File: config.mk
export PLATFORM = sky130hd
export DESIGN_NAME = universal_shift_register
export DESIGN_NICKNAME = d
export VERILOG_FILES = /design/src/rtl/usr_pkg.sv /design/src/rtl/usr_next_value.sv /design/src/rtl/universal_shift_register.sv
export SDC_FILE = /design/constraint.sdc
export NUM_CORES = 1
export LEC_CHECK = 0
export ABC_AREA = 1
export CORE_ASPECT_RATIO = 1.2
export CORE_MARGIN = 2
export CORE_UTILIZATION = 52
export CTS_CLUSTER_DIAMETER = 40
export DETAILED_ROUTE_END_ITERATION = 16
export HOLD_SLACK_MARGIN = 0.05
export PLACE_DENSITY = 0.84
export SLEW_MARGIN = 25
export SYNTH_ARGS = -nofsm -noshare
export SYNTH_HDL_FRONTEND = slang
export SYNTH_HIERARCHICAL = 1
export SYNTH_SLANG_ARGS = --single-unit
File: constraint.sdc
create_clock -name clk_i -period 2.96 [get_ports clk_i]
set_input_delay 0.296 -clock clk_i [delete_from_list [all_inputs] [get_ports clk_i]]
set_output_delay 0.296 -clock clk_i [all_outputs]
set_load 0.05 [all_outputs]
File: src/rtl/usr_pkg.sv
// -----------------------------------------------------------------------------
// usr_pkg
// Shared definitions for the universal shift register:
//   - 3-bit operation codes used by single-cycle ops and the shift FSM
//   - FSM state encodings
// No ports; imported by usr_next_value and universal_shift_register.
// -----------------------------------------------------------------------------
package usr_pkg;

    localparam logic [2:0] MODE_HOLD = 3'd0;
    localparam logic [2:0] MODE_LOAD = 3'd1;
    localparam logic [2:0] MODE_CLR  = 3'd2;
    localparam logic [2:0] MODE_SHL  = 3'd3;
    localparam logic [2:0] MODE_SHR  = 3'd4;
    localparam logic [2:0] MODE_ROL  = 3'd5;
    localparam logic [2:0] MODE_ROR  = 3'd6;
    localparam logic [2:0] MODE_ASR  = 3'd7;

    localparam logic ST_IDLE  = 1'b0;
    localparam logic ST_SHIFT = 1'b1;

endpackage : usr_pkg

File: src/rtl/usr_next_value.sv
// -----------------------------------------------------------------------------
// usr_next_value
// Purely combinational next-value function of the shift register. Both the
// single-cycle path and the multi-cycle FSM steps go through this block so the
// operation set is defined in exactly one place.
// Ports:
//   q_i       current register contents
//   mode_i    operation code (MODE_* in usr_pkg)
//   sin_i     serial fill bit for SHL / SHR
//   par_in_i  parallel load data
//   q_next_o  resulting register value
// -----------------------------------------------------------------------------
module usr_next_value
    import usr_pkg::*;
#(
    parameter int WIDTH = 8
) (
    input  logic [WIDTH-1:0] q_i,
    input  logic [2:0]       mode_i,
    input  logic             sin_i,
    input  logic [WIDTH-1:0] par_in_i,
    output logic [WIDTH-1:0] q_next_o
);

    // Operation decode: one result per op code, hold for anything unexpected.
    always_comb begin
        q_next_o = q_i;
        case (mode_i)
            MODE_HOLD: q_next_o = q_i;
            MODE_LOAD: q_next_o = par_in_i;
            MODE_CLR:  q_next_o = '0;
            MODE_SHL:  q_next_o = {q_i[WIDTH-2:0], sin_i};
            MODE_SHR:  q_next_o = {sin_i, q_i[WIDTH-1:1]};
            MODE_ROL:  q_next_o = {q_i[WIDTH-2:0], q_i[WIDTH-1]};
            MODE_ROR:  q_next_o = {q_i[0], q_i[WIDTH-1:1]};
            MODE_ASR:  q_next_o = {q_i[WIDTH-1], q_i[WIDTH-1:1]};
            default:   q_next_o = q_i;
        endcase
    end

endmodule : usr_next_value

File: src/rtl/universal_shift_register.sv
// -----------------------------------------------------------------------------
// universal_shift_register
// WIDTH-bit register with per-cycle ops (hold/load/clear/shift/rotate/asr) and
// a multi-cycle "shift by N" command sequenced by a two-state FSM.
// Ports:
//   clk_i        rising-edge clock
//   rst_ni       asynchronous active-low reset
//   en_i         clock enable; 0 freezes q, count and FSM, and suppresses done
//   mode_i       op code (MODE_* in usr_pkg)
//   start_i      launch a multi-cycle command of amt_i steps using mode_i
//   amt_i        step count, saturated to WIDTH
//   par_in_i     parallel load data
//   sin_i        serial fill bit, sampled live on every step
//   q_o          register contents
//   sout_msb_o   q_o[WIDTH-1]
//   sout_lsb_o   q_o[0]
//   busy_o       registered, high while the FSM is in SHIFT
//   done_o       registered one-cycle pulse after a command returns to IDLE
// -----------------------------------------------------------------------------
module universal_shift_register
    import usr_pkg::*;
#(
    parameter  int WIDTH = 8,
    localparam int AMT_W = $clog2(WIDTH) + 1
) (
    input  logic             clk_i,
    input  logic             rst_ni,
    input  logic             en_i,
    input  logic [2:0]       mode_i,
    input  logic             start_i,
    input  logic [AMT_W-1:0] amt_i,
    input  logic [WIDTH-1:0] par_in_i,
    input  logic             sin_i,
    output logic [WIDTH-1:0] q_o,
    output logic             sout_msb_o,
    output logic             sout_lsb_o,
    output logic             busy_o,
    output logic             done_o
);

    logic             state_q, state_d;
    logic [WIDTH-1:0] q_q, q_d;
    logic [AMT_W-1:0] cnt_q, cnt_d;
    logic [2:0]       op_q, op_d;
    logic             busy_q, busy_d;
    logic             done_q, done_d;

    logic [2:0]       op_sel_s;
    logic [WIDTH-1:0] q_next_s;
    logic [AMT_W-1:0] amt_sat_s;

    // Requests beyond WIDTH steps are clipped to WIDTH.
    assign amt_sat_s = (amt_i > AMT_W'(WIDTH)) ? AMT_W'(WIDTH) : amt_i;

    // While shifting, the latched op drives the shared next-value logic;
    // otherwise the live mode input does.
    assign op_sel_s = (state_q == ST_SHIFT) ? op_q : mode_i;

    usr_next_value #(
        .WIDTH    (WIDTH)
    ) u_next_value (
        .q_i      (q_q),
        .mode_i   (op_sel_s),
        .sin_i    (sin_i),
        .par_in_i (par_in_i),
        .q_next_o (q_next_s)
    );

    // FSM state register.
    always_ff @(posedge clk_i or negedge rst_ni) begin
        if (!rst_ni) begin
            state_q <= ST_IDLE;
        end else begin
            state_q <= state_d;
        end
    end

    // FSM next-state logic.
    always_comb begin
        state_d = state_q;
        if (en_i) begin
            case (state_q)
                ST_IDLE: begin
                    if (start_i) begin
                        state_d = ST_SHIFT;
                    end else begin
                        state_d = ST_IDLE;
                    end
                end
                ST_SHIFT: begin
                    if (cnt_q == '0) begin
                        state_d = ST_IDLE;
                    end else begin
                        state_d = ST_SHIFT;
                    end
                end
                default: state_d = ST_IDLE;
            endcase
        end else begin
            state_d = state_q;
        end
    end

    // FSM outputs (registered below): busy follows the next state; done marks
    // the enabled SHIFT->IDLE transition only, so it is never stretched.
    always_comb begin
        busy_d = (state_d == ST_SHIFT);
        if (en_i && (state_q == ST_SHIFT) && (state_d == ST_IDLE)) begin
            done_d = 1'b1;
        end else begin
            done_d = 1'b0;
        end
    end

    // Datapath next-state: register value, remaining steps and latched op.
    always_comb begin
        q_d   = q_q;
        cnt_d = cnt_q;
        op_d  = op_q;
        if (en_i) begin
            case (state_q)
                ST_IDLE: begin
                    if (start_i) begin
                        // Acceptance edge leaves q untouched.
                        op_d  = mode_i;
                        cnt_d = amt_sat_s;
                    end else begin
                        q_d = q_next_s;
                    end
                end
                ST_SHIFT: begin
                    if (cnt_q != '0) begin
                        q_d   = q_next_s;
                        cnt_d = cnt_q - AMT_W'(1);
                    end else begin
                        q_d   = q_q;
                        cnt_d = cnt_q;
                    end
                end
                default: begin
                    q_d   = q_q;
                    cnt_d = cnt_q;
                    op_d  = op_q;
                end
            endcase
        end else begin
            q_d   = q_q;
            cnt_d = cnt_q;
            op_d  = op_q;
        end
    end

    // Datapath and status registers.
    always_ff @(posedge clk_i or negedge rst_ni) begin
        if (!rst_ni) begin
            q_q    <= '0;
            cnt_q  <= '0;
            op_q   <= MODE_HOLD;
            busy_q <= 1'b0;
            done_q <= 1'b0;
        end else begin
            q_q    <= q_d;
            cnt_q  <= cnt_d;
            op_q   <= op_d;
            busy_q <= busy_d;
            done_q <= done_d;
        end
    end

    assign q_o        = q_q;
    assign sout_msb_o = q_q[WIDTH-1];
    assign sout_lsb_o = q_q[0];
    assign busy_o     = busy_q;
    assign done_o     = done_q;

endmodule : universal_shift_register

# Yosys cells after proc, flatten, opt, wreduce, memory -nomap -nowiden
# Cells that the tools add are included.
[totals] regBits=17 inputBits=20 output_inout_bits=12 elab_cells=41
[classes] n_addsub=1 eq_ne=10 n_lt_le_gt_ge=1 n_reduce_logical=8 bitwise=2 n_mux=14
[op_table] operator="$pmux W8 S8" count=1
[op_table] operator="$mux W8" count=2
[op_table] operator="$pmux W8 S2" count=1
[op_table] operator="$eq A3 B3 Y1 const B" count=4
[op_table] operator="$mux W4" count=3
[op_table] operator="$reduce_and A3 Y1" count=3
[op_table] operator="$pmux W4 S2" count=1
[op_table] operator="$eq A3 B2 Y1 const B" count=2
[op_table] operator="$gt A4 B4 Y1 const B" count=1
[op_table] operator="$logic_not A4 Y1" count=1
[op_table] operator="$mux W1" count=4
[op_table] operator="$ne A2 B2 Y1 const B" count=2
[op_table] operator="$reduce_bool A4 Y1" count=1
[op_table] operator="$sub A4 B1 Y4 const B" count=1
[op_table] operator="$eq A3 B1 Y1 const B" count=1
[op_table] operator="$logic_not A3 Y1" count=1
[op_table] operator="$mux W3" count=1
[op_table] operator="$logic_and A1 B1 Y1" count=2
[op_table] operator="$ne A2 B1 Y1 const B" count=1
[op_table] operator="$not A1 Y1" count=2
[op_table] operator="$pmux W1 S2" count=1

# Logic depth before layout (Yosys ltp)
# Gate-level depths: netlist of the first run.
[logic_depth] ltp_word=7 depth_mapped=11 depth_no_buf=10

# Modules after synthesis
# The synthesis of the first run kept the hierarchy.
[modules_own_cells] mod="universal_shift_register" instances=1 area_per_inst_um2=903.4 seq_area_each_um2=425.4 cells_per_inst=100
[modules_own_cells] mod="usr_next_value" instances=1 area_per_inst_um2=329.1 seq_area_each_um2=0.0 cells_per_inst=65

# Least setup slack after synthesis of the first run
# No wires, ideal clock.
[synth_timing] kind="register to register" start="register busy_o (netlist name)" end="register q_q[2], in the netlist q_o[2]" path_buffers=1 t_arrival_ns=1.971 path_stages_with_launch=10 period_less_slack_ns=2.090 setup_time_ns=0.119 path_slack_ns=0.870 t_required_ns=2.841 cell_sequence="dfrtp_1 -> buf_6 -> o21ai_0 -> nor2_1 -> nand2_1 -> inv_1 -> nand2_1 -> nand4_1 -> nand2_2 -> o21ai_2"
[synth_lines] element="end signal: assignment" line="universal_shift_register.sv:162" rtl="q_q <= q_d;"
[synth_lines] element="end: declaration" line="universal_shift_register.sv:42" rtl="logic [WIDTH-1:0] q_q, q_d;"

# Final worst setup path of the first run
[layout_timing] start="register busy_q, in the netlist busy_o" end="output busy_o"
[layout_lines] element="start: declaration" line="universal_shift_register.sv:45" rtl="logic busy_q, busy_d;"
[layout_lines] element="start signal: assignment" line="universal_shift_register.sv:165" rtl="busy_q <= busy_d;"
[layout_lines] element="end: declaration" line="universal_shift_register.sv:37" rtl="output logic busy_o,"
# No word-level cell between the ends.

==> results of run 1 <==
==> kinds of logic after synthesis <==
family | Yosys count | synth area share
AO/OA/AOI/OAI | 24 | 0.1452
AND/OR/NAND/NOR | 93 | 0.3624
XOR/XNOR | 1 | 0.007108
buffers and inverters | 29 | 0.1299
adder cells (fa/ha/maj) | 1 | 0.01015
flip-flops | 17 | 0.3452
==> per-layer routing <==
| layer | up-vias | track usage | share of wire |
|---|---|---|---|
| li1 | 586 | - | - |
| met1 | 545 | 0.2589 | 0.41 |
| met2 | 30 | 0.4365 | 0.53 |
| met3 | 6 | 0.03927 | 0.043 |
| met4 | 0 | 0.09388 | 0.017 |
| met5 | - | 0 | 0 |
==> cell type report <==
class,instances,area (um2)
timing repair buffer,33,325.3
tap,31,38.79
inverter,24,102.6
clock buffer,4,26.28
fill,190,693.2
sequential,17,425.4
multi-input combinational,119,646.9
==> state kept, by name, indices dropped and copies added (netlist names) <==
| signal | flops |
|---|---|
| cnt_q | 4 |
| op_q | 3 |
| q_o | 8 |
| done_o | 1 |
| busy_o | 1 |
==> final timing paths <==
kind / end / slack (ns) / cells after the start
min reg2reg: op_q[2] / 0.51 / 2
max: busy_o / 0.84 / 1
min in group clk_i: op_q[2] / 0.51 / 2
min: q_o[2] / 0.46 / 1
max in group asynchronous: q_o[0] / 2.01 / 1
max reg2reg: q_o[5] / 0.86 / 7
==> where the power goes <==
| group | internal, mW | switching [mW] |
|---|---|---|
| combinational | 0.383 | 0.706 |
| clock | 0.0523 | 0.0736 |
| sequential | 0.326 | 0.117 |
==> cell usage in the layout, fill, tap and decap left out, drive strengths merged <==
cell	count
a21oi	2
buf	2
clkbuf	4
clkdlybuf4s50	31
clkinv	1
dfrtp	17
ha	1
inv	23
nand2	60
nand3	16
nand4	7
nor2	9
o211ai	1
o21ai	21
or2	1
xnor2	1
==> per-stage QoR <==
step / power, mW / instances
after global routing: 1.797 / 228
after global placement: 1.493 / 224
after CTS: 1.659 / 228
final: 1.657 / 228
after floorplan: 1.296 / 165
after detailed placement: 1.534 / 224
==> impl_metrics.yaml, run 1 <==
clocking:
  clock_latency_ns: 0.29
  clk_pin_slew_ns: 0.10
  cts_sinks: 17
  cts_tree: "yes"
  htree_levels: 1
  cts-root-buf: "clkbuf_4"
  clk_path_buf_depth: 2
  holdBufCountCts: 0
  cts_made_buffers: 3
  cts_resized: 0
  post_cts_buffers: 0
timing:
  rsz0062_at_grt: "no"
  layout_setup_ws_ns: 0.8363
  fin_crit_ns: 2.124
  setup_viol: 0
  hold_slack_ns: 0.4586
  period_share: 0.7175
  tns_ns: 0
  final_hold_viol_count: 0
  worst_slew_pin_slew_ns: 0.7937
  relSlewSlack: 0.4692
  finClkSkew_ns: 0.003312
  fmax_mhz: 470.9
  slew_viol_final: 0
worst_setup_path:
  worstPathCellList: "clkdlybuf4s50_1"
  cp-start-kind: "register"
  worstPathRequired_ns: 2.66
  critPathCaptureType: "output port"
  cp.arrival_ns: 1.83
  crit_fanout: 10
  crit_start: "busy_o"
  critPathMaxStageDelay_ns: 0.89
  cp_slowest_cell: "clkdlybuf4s50_1"
  timing_worst_setup_path_type: "reg -> out"
  cpLargestDelayFamily: "buffers and inverters"
  path_buf_inv: 1
  r2r_start: "busy_o"
logic_synthesis:
  synth_commonest_cells: "50 x nand2_1, 20 x inv_1, 17 x dfrtp_1, 13 x nand3_1, 12 x o21ai_0"
  synth-edff-count: 0
  seq_area_frac_synth: 0.3452
  yosys.cell_count.top_type: "nand2_1"
  ys.flop_type: "dfrtp_1"
  yosysTopAreaCellShare: 0.3452
  synth_warnings: 6
  synthesis.area_um2: 1232
  ys_ff_latch: 17
  yosys.area.top_type: "dfrtp_1"
  synth_area_leaders: "dfrtp_1 35%, nand2_1 15%, inv_1 6.1%, o21ai_2 5.7%, nand3_1 5.3%"
  syn_nets: 186
  async_flop_share: 1.000
  synthCells: 165
  postSynthAreaPerCell_um2: 7.469
  ys_types: 24
detailed_routing:
  route.detailed.drc: 0
  drtIter0Drc: 26
  vias_per_cell: 5.118
  totalWireLength_mm: 2.762
  wire_per_inst_um: 12.11
  ant_nets: 0
  first_pass_iters: 4
  dr_total_vias: 1167
global_route:
  grtUsageTotal: 0.2314
  antenna_found_initial: 0
  grt_pass1_vias: 1215
  grt_overflow_total: 0
  grt_pass1_wl_mm: 5.119
  grt_start_max_net_pins: 18
power_and_ir_drop:
  p_leak_nw: 0.7063
  power.density_nw_per_um2: 1059
  ir_drop_v: 0.0006367
die:
  rows: 19
  die_w_um: 48.44
  dieArea_um2: 2777
  start_util: 0.5457
  core_area_um2: 2258
  die_h_um: 57.33
  io_pins: 32
layout:
  fin_util: 0.6931
  diodes: 0
  syn_to_final_growth_pct: 27.00
  fin_area_um2: 1565
  nNetsFinal: 219
  drive_above_1_share: 0.1777
worst_hold_path:
  hold_class: "in -> async"
placement:
  dpl_cell_area_um2: 1539
  portBuffers: 31
  dp_hpwl_mm: 2.125
  place_ws_ns: 0.7568
  globalplace.congestion: 0.8766
status:
  status: "finished, final reports clean"
run:
  maxCapViolCount: 0
Power figures use the tool's default switching activity.
==> run 2: changes to the inputs <==
- CORE_UTILIZATION: 52 -> 48
- PLACE_DENSITY: 0.84 -> 0.79
- clock period: 2.96 -> 2 ns (I/O delays scaled with it)
==> run 2 against run 1 <==
Sequential cell count did not move. Register-to-register slack got worse by 0.44 ns. Core utilization shrank 5.2 points. Worst setup slack worse by 0.62 ns. Final area rose by 1.5%. Wire length fell by 1.4%. Non-clock buffer count rose by 3. Count of clock-buffer cells in the layout fell by 1.
==> impl_metrics.yaml, run 2 (synthesis gave the netlist of run 1 again) <==
status:
  status: "finished, final reports clean"
clocking:
  cts_resized: 0
  holdBufCountCts: 0
  htree_levels: 1
  clk_path_buf_depth: 2
  cts-root-buf: "clkbuf_4"
  clock_latency_ns: 0.29
  clk_pin_slew_ns: 0.11
  cts_made_buffers: 3
  cts_tree: "yes"
  cts_sinks: 17
  post_cts_buffers: 0
power_and_ir_drop:
  p_int_mw: 1.151
  power.density_nw_per_um2: 1564
  comb_power_share: 0.672
  p_sw_mw: 1.333
  finalPower_mw: 2.485
  ir_drop_v: 0.0009174
  p_leak_nw: 0.7248
  seq_power_share: 0.252
  pwr-share-clk: 0.076
  swShare: 0.5366
layout:
  syn_to_final_growth_pct: 28.93
  nNetsFinal: 222
  drive_above_1_share: 0.2000
  fin_area_um2: 1589
  diodes: 0
  fillers: 207
  fin_util: 0.6414
  mostFrequentLayoutCells: "50 x nand2_1, 30 x clkdlybuf4s50_1, 20 x inv_1, 17 x dfrtp_1, 13 x nand3_1"
  final_common_cell: "nand2_1"
  largest_reg_flops: 8
detailed_routing:
  ant_nets: 0
  totalWireLength_mm: 2.722
  vias_per_cell: 5.129
  dr_total_vias: 1195
  wire_per_inst_um: 11.68
  route.detailed.drc: 0
  first_pass_iters: 4
  drtIter0Drc: 48
worst_setup_path:
  crit_fanout: 6
  cp.arrival_ns: 1.59
  cp-start-kind: "register"
  critPathMaxStageDelay_ns: 0.84
  path_buf_inv: 1
  worstPathCellList: "clkdlybuf4s50_1"
  worstPathRequired_ns: 1.80
  cpLargestDelayFamily: "buffers and inverters"
  cp_slowest_cell: "clkdlybuf4s50_1"
  timing_worst_setup_path_type: "reg -> out"
  critPathCaptureType: "output port"
placement:
  portBuffers: 31
  dpl_cell_area_um2: 1562
  globalplace.congestion: 0.8452
  dp_hpwl_mm: 2.164
global_route:
  grt_pass1_wl_mm: 4.609
  antenna_found_initial: 0
  grtUsageTotal: 0.2002
  grt_start_max_net_pins: 18
  grt_pass1_vias: 1106
  grt_overflow_total: 0
die:
  io_pins: 32
  die_h_um: 59.51
  start_util: 0.4975
  die_w_um: 50.26
  dieArea_um2: 2990
  rows: 20
  core_area_um2: 2477
timing:
  tns_ns: 0
  slew_viol_final: 0
  worst_slew_pin_slew_ns: 0.5410
  final_hold_viol_count: 0
  finClkSkew_ns: 0.009726
  period_share: 0.8934
  relSlewSlack: 0.6380
  fmax_mhz: 559.6
  rsz0062_at_grt: "no"
  fin_crit_ns: 1.787
  setup_viol: 0
run:
  maxCapViolCount: 0
worst_hold_path:
  hold_class: "in -> async"
==> run 2: power groups by stage <==
stage                     sequential, mW  clock, mW  combinational [mW]
final                              0.627      0.188                1.67
after global routing               0.650      0.205                1.83
after CTS                          0.626      0.194                1.68
after detailed placement           0.632          0                1.67
after global placement             0.627          0                1.62
after floorplan                    0.837          0                1.08
==> run 2: path summary, 6_finish.rpt <==
| path | start | slack (ns) | end | depth (start not counted) |
|---|---|---|---|---|
| setup reg to reg | busy_o | 0.42 | q_o[7] | 10 |
| hold / removal | rst_ni | 0.22 | q_o[1] | 2 |
| hold reg to reg | op_q[2] | 0.50 | op_q[2] | 2 |
| min in group clk_i | mode_i[0] | 0.49 | op_q[0] | 3 |
| setup / recovery | q_o[7] | 0.21 | q_o[7] | 1 |
| max in group asynchronous | rst_ni | 1.57 | op_q[2] | 2 |
==> run 2: routing by layer <==
| layer | GRT usage | vias to the layer above | share of wire |
|---|---|---|---|
| met2 | 0.3421 | 36 | 0.49 |
| met1 | 0.2464 | 560 | 0.44 |
| met4 | 0.09524 | 0 | 0.0092 |
| met5 | 0 | - | 0 |
| met3 | 0.03030 | 2 | 0.054 |
| li1 | - | 597 | - |
==> run 2: worst reg2reg max path, cell delays in order, from the launching register on <==
cell and delay, ns:
dfrtp_1 0.45, nand2_1 0.08, o21ai_1 0.05, buf_4 0.16
inv_2 0.12, nand2_4 0.07, nor2_2 0.22, nand2_1 0.10
nand4_1 0.12, nand2_1 0.07, o21ai_2 0.08
==> run 2: area by class of cell <==
cell class	instances	area [um2]	share of cell area
flip-flops and latches	17	425.4	0.2677
inverters	24	102.6	0.06457
multi-input cells	119	646.9	0.4071
repair buffers	36	345.3	0.2173
clock inverters	1	5.005	0.003150
well taps	33	41.29	0.02598
clock buffers	3	22.52	0.01417
==> run 2: stage by stage <==
step           hold slack (ns)  setup WS, ns  cells
3_5_place_dp            0.4745        0.2102    229
2_1_floorplan         -0.09559        0.1237    165
6_report                0.2227        0.2132    233
5_1_grt                 0.2344        0.1601    233
3_3_place_gp            0.4684        0.2273    229
4_1_cts                 0.2316        0.1997    233
==> run 3: changes to the inputs <==
- CORE_UTILIZATION: 48 -> 50
- CTS_BUF_LIST: unset -> sky130_fd_sc_hd__clkbuf_8
- PLACE_DENSITY: 0.79 -> 0.82
==> run 3 against run 2 <==
Hold slack improved by 0.037 ns. Via count is 0.17% lower. Sequential share of layout area is 0.25 points lower. Die area down 3.7%. Final cell count down 0.86%.
==> impl_metrics.yaml, run 3 (synthesis gave the netlist of run 1 again) <==
detailed_routing:
  first_pass_iters: 4
  drtIter0Drc: 19
  vias_per_cell: 5.165
  route.detailed.drc: 0
  totalWireLength_mm: 2.709
  wire_per_inst_um: 11.73
  dr_total_vias: 1193
  ant_nets: 0
timing:
  fin_crit_ns: 1.773
  period_share: 0.8864
  final_hold_viol_count: 0
  tns_ns: 0
  finClkSkew_ns: 0.002393
  fmax_mhz: 564.1
  slew_viol_final: 0
  relSlewSlack: 0.6326
  setup_viol: 0
  worst_slew_pin_slew_ns: 0.5491
  rsz0062_at_grt: "no"
placement:
  dp_hpwl_mm: 2.147
  portBuffers: 31
  placed_cells: 227
  globalplace.congestion: 0.8408
global_route:
  grtUsageTotal: 0.2192
  grt_pass1_vias: 1145
  grt_overflow_total: 0
  antenna_found_initial: 0
  grt_start_max_net_pins: 18
  grt_pass1_wl_mm: 4.905
worst_setup_path:
  cpLargestDelayFamily: "buffers and inverters"
  crit_start: "q_o[7]"
  cp_slowest_cell: "clkdlybuf4s50_1"
  critPathCaptureType: "output port"
  cp.arrival_ns: 1.57
  cp.depth: 1
  cp-start-kind: "register"
  worstPathCellList: "clkdlybuf4s50_1"
  critPathMaxStageDelay_ns: 0.85
  worstPathRequired_ns: 1.80
  crit_fanout: 6
  timing_worst_setup_path_type: "reg -> out"
  reg2regPathDepth: 10
  r2r_start: "busy_o"
  path_buf_inv: 1
layout:
  drive_above_1_share: 0.1950
  multiInputGateArea_um2: 646.9
  final_common_cell: "nand2_1"
  largest_reg_flops: 8
  fin_util: 0.6956
  layout.area.seq_um2: 425.4
  fillers: 206
  mostFrequentLayoutCells: "50 x nand2_1, 30 x clkdlybuf4s50_1, 21 x inv_1, 17 x dfrtp_1, 13 x nand3_1"
  nNetsFinal: 222
  diodes: 0
  syn_to_final_growth_pct: 30.15
  fin_cells: 231
clocking:
  post_cts_buffers: 0
  clk_path_buf_depth: 2
  cts_tree: "yes"
  clock_latency_ns: 0.26
  cts_resized: 0
  cts_made_buffers: 3
  holdBufCountCts: 0
  cts-root-buf: "clkbuf_8"
  clk_pin_slew_ns: 0.07
  htree_levels: 1
  cts_sinks: 17
die:
  start_util: 0.5345
  core_area_um2: 2306
  dieArea_um2: 2880
  io_pins: 32
  rows: 19
  die_w_um: 49.32
  die_h_um: 58.39
worst_hold_path:
  hold_class: "in -> async"
power_and_ir_drop:
  finalPower_mw: 2.551
  p_leak_nw: 0.7340
  ir_drop_v: 0.0009240
  power.density_nw_per_um2: 1590
run:
  maxCapViolCount: 0
status:
  status: "finished, final reports clean"
[run 3: cell types whose count changed in the layout (fill, tap and decap cells not counted), sizes merged]
cell	delta
inv	+1
clkinv	-1
[run 3: path summary, 6_finish.rpt]
path / endpoint / slack, ns
max: sout_msb_o / 0.23
min: cnt_q[2] / 0.26
max reg2reg: q_o[0] / 0.41
min reg2reg: op_q[2] / 0.49
max in group asynchronous: cnt_q[3] / 1.55
min in group clk_i: op_q[2] / 0.49
[run 3: layout make-up]
cell class,instances,area share
multi-input cells,119,0.4033
flip-flops and latches,17,0.2652
repair buffers,36,0.2153
inverters,24,0.06396
clock buffers,3,0.02574
well taps,31,0.02418
clock inverters,1,0.002340
[run 3: routing by layer]
layer	vias to the layer above	routed length (um)	part of all wire	GRT usage
met4	0	53	0.020	0.1224
li1	596	-	-	-
met5	-	0	0	0
met3	5	84	0.031	0.03553
met1	571	1132	0.42	0.2573
met2	21	1439	0.53	0.3822
[run 3: report_power, final]
group          switching (mW)  total, mW  internal, mW
Clock                   0.127      0.264         0.137
Sequential              0.148      0.632         0.484
Combinational            1.06       1.66         0.593
Total                    1.34       2.55          1.21
[run 3: worst reg2reg max path, delay by kind of cell (launching register included)]
kind,cells,cell delay [ns]
buffers and inverters,2,0.28
AO/OA/AOI/OAI,2,0.14
AND/OR/NAND/NOR,6,0.66
flip-flops,1,0.44
[run 3: per-stage QoR]
step	worst slack (ns)	hold WS (ns)	cell area [um2]
floorplan	0.1237	-0.09559	1232
global placement	0.2210	0.4671	1559
detailed placement	0.2060	0.4789	1559
CTS	0.2343	0.2659	1604
global route	0.1829	0.2973	1604
finish	0.2272	0.2595	1604
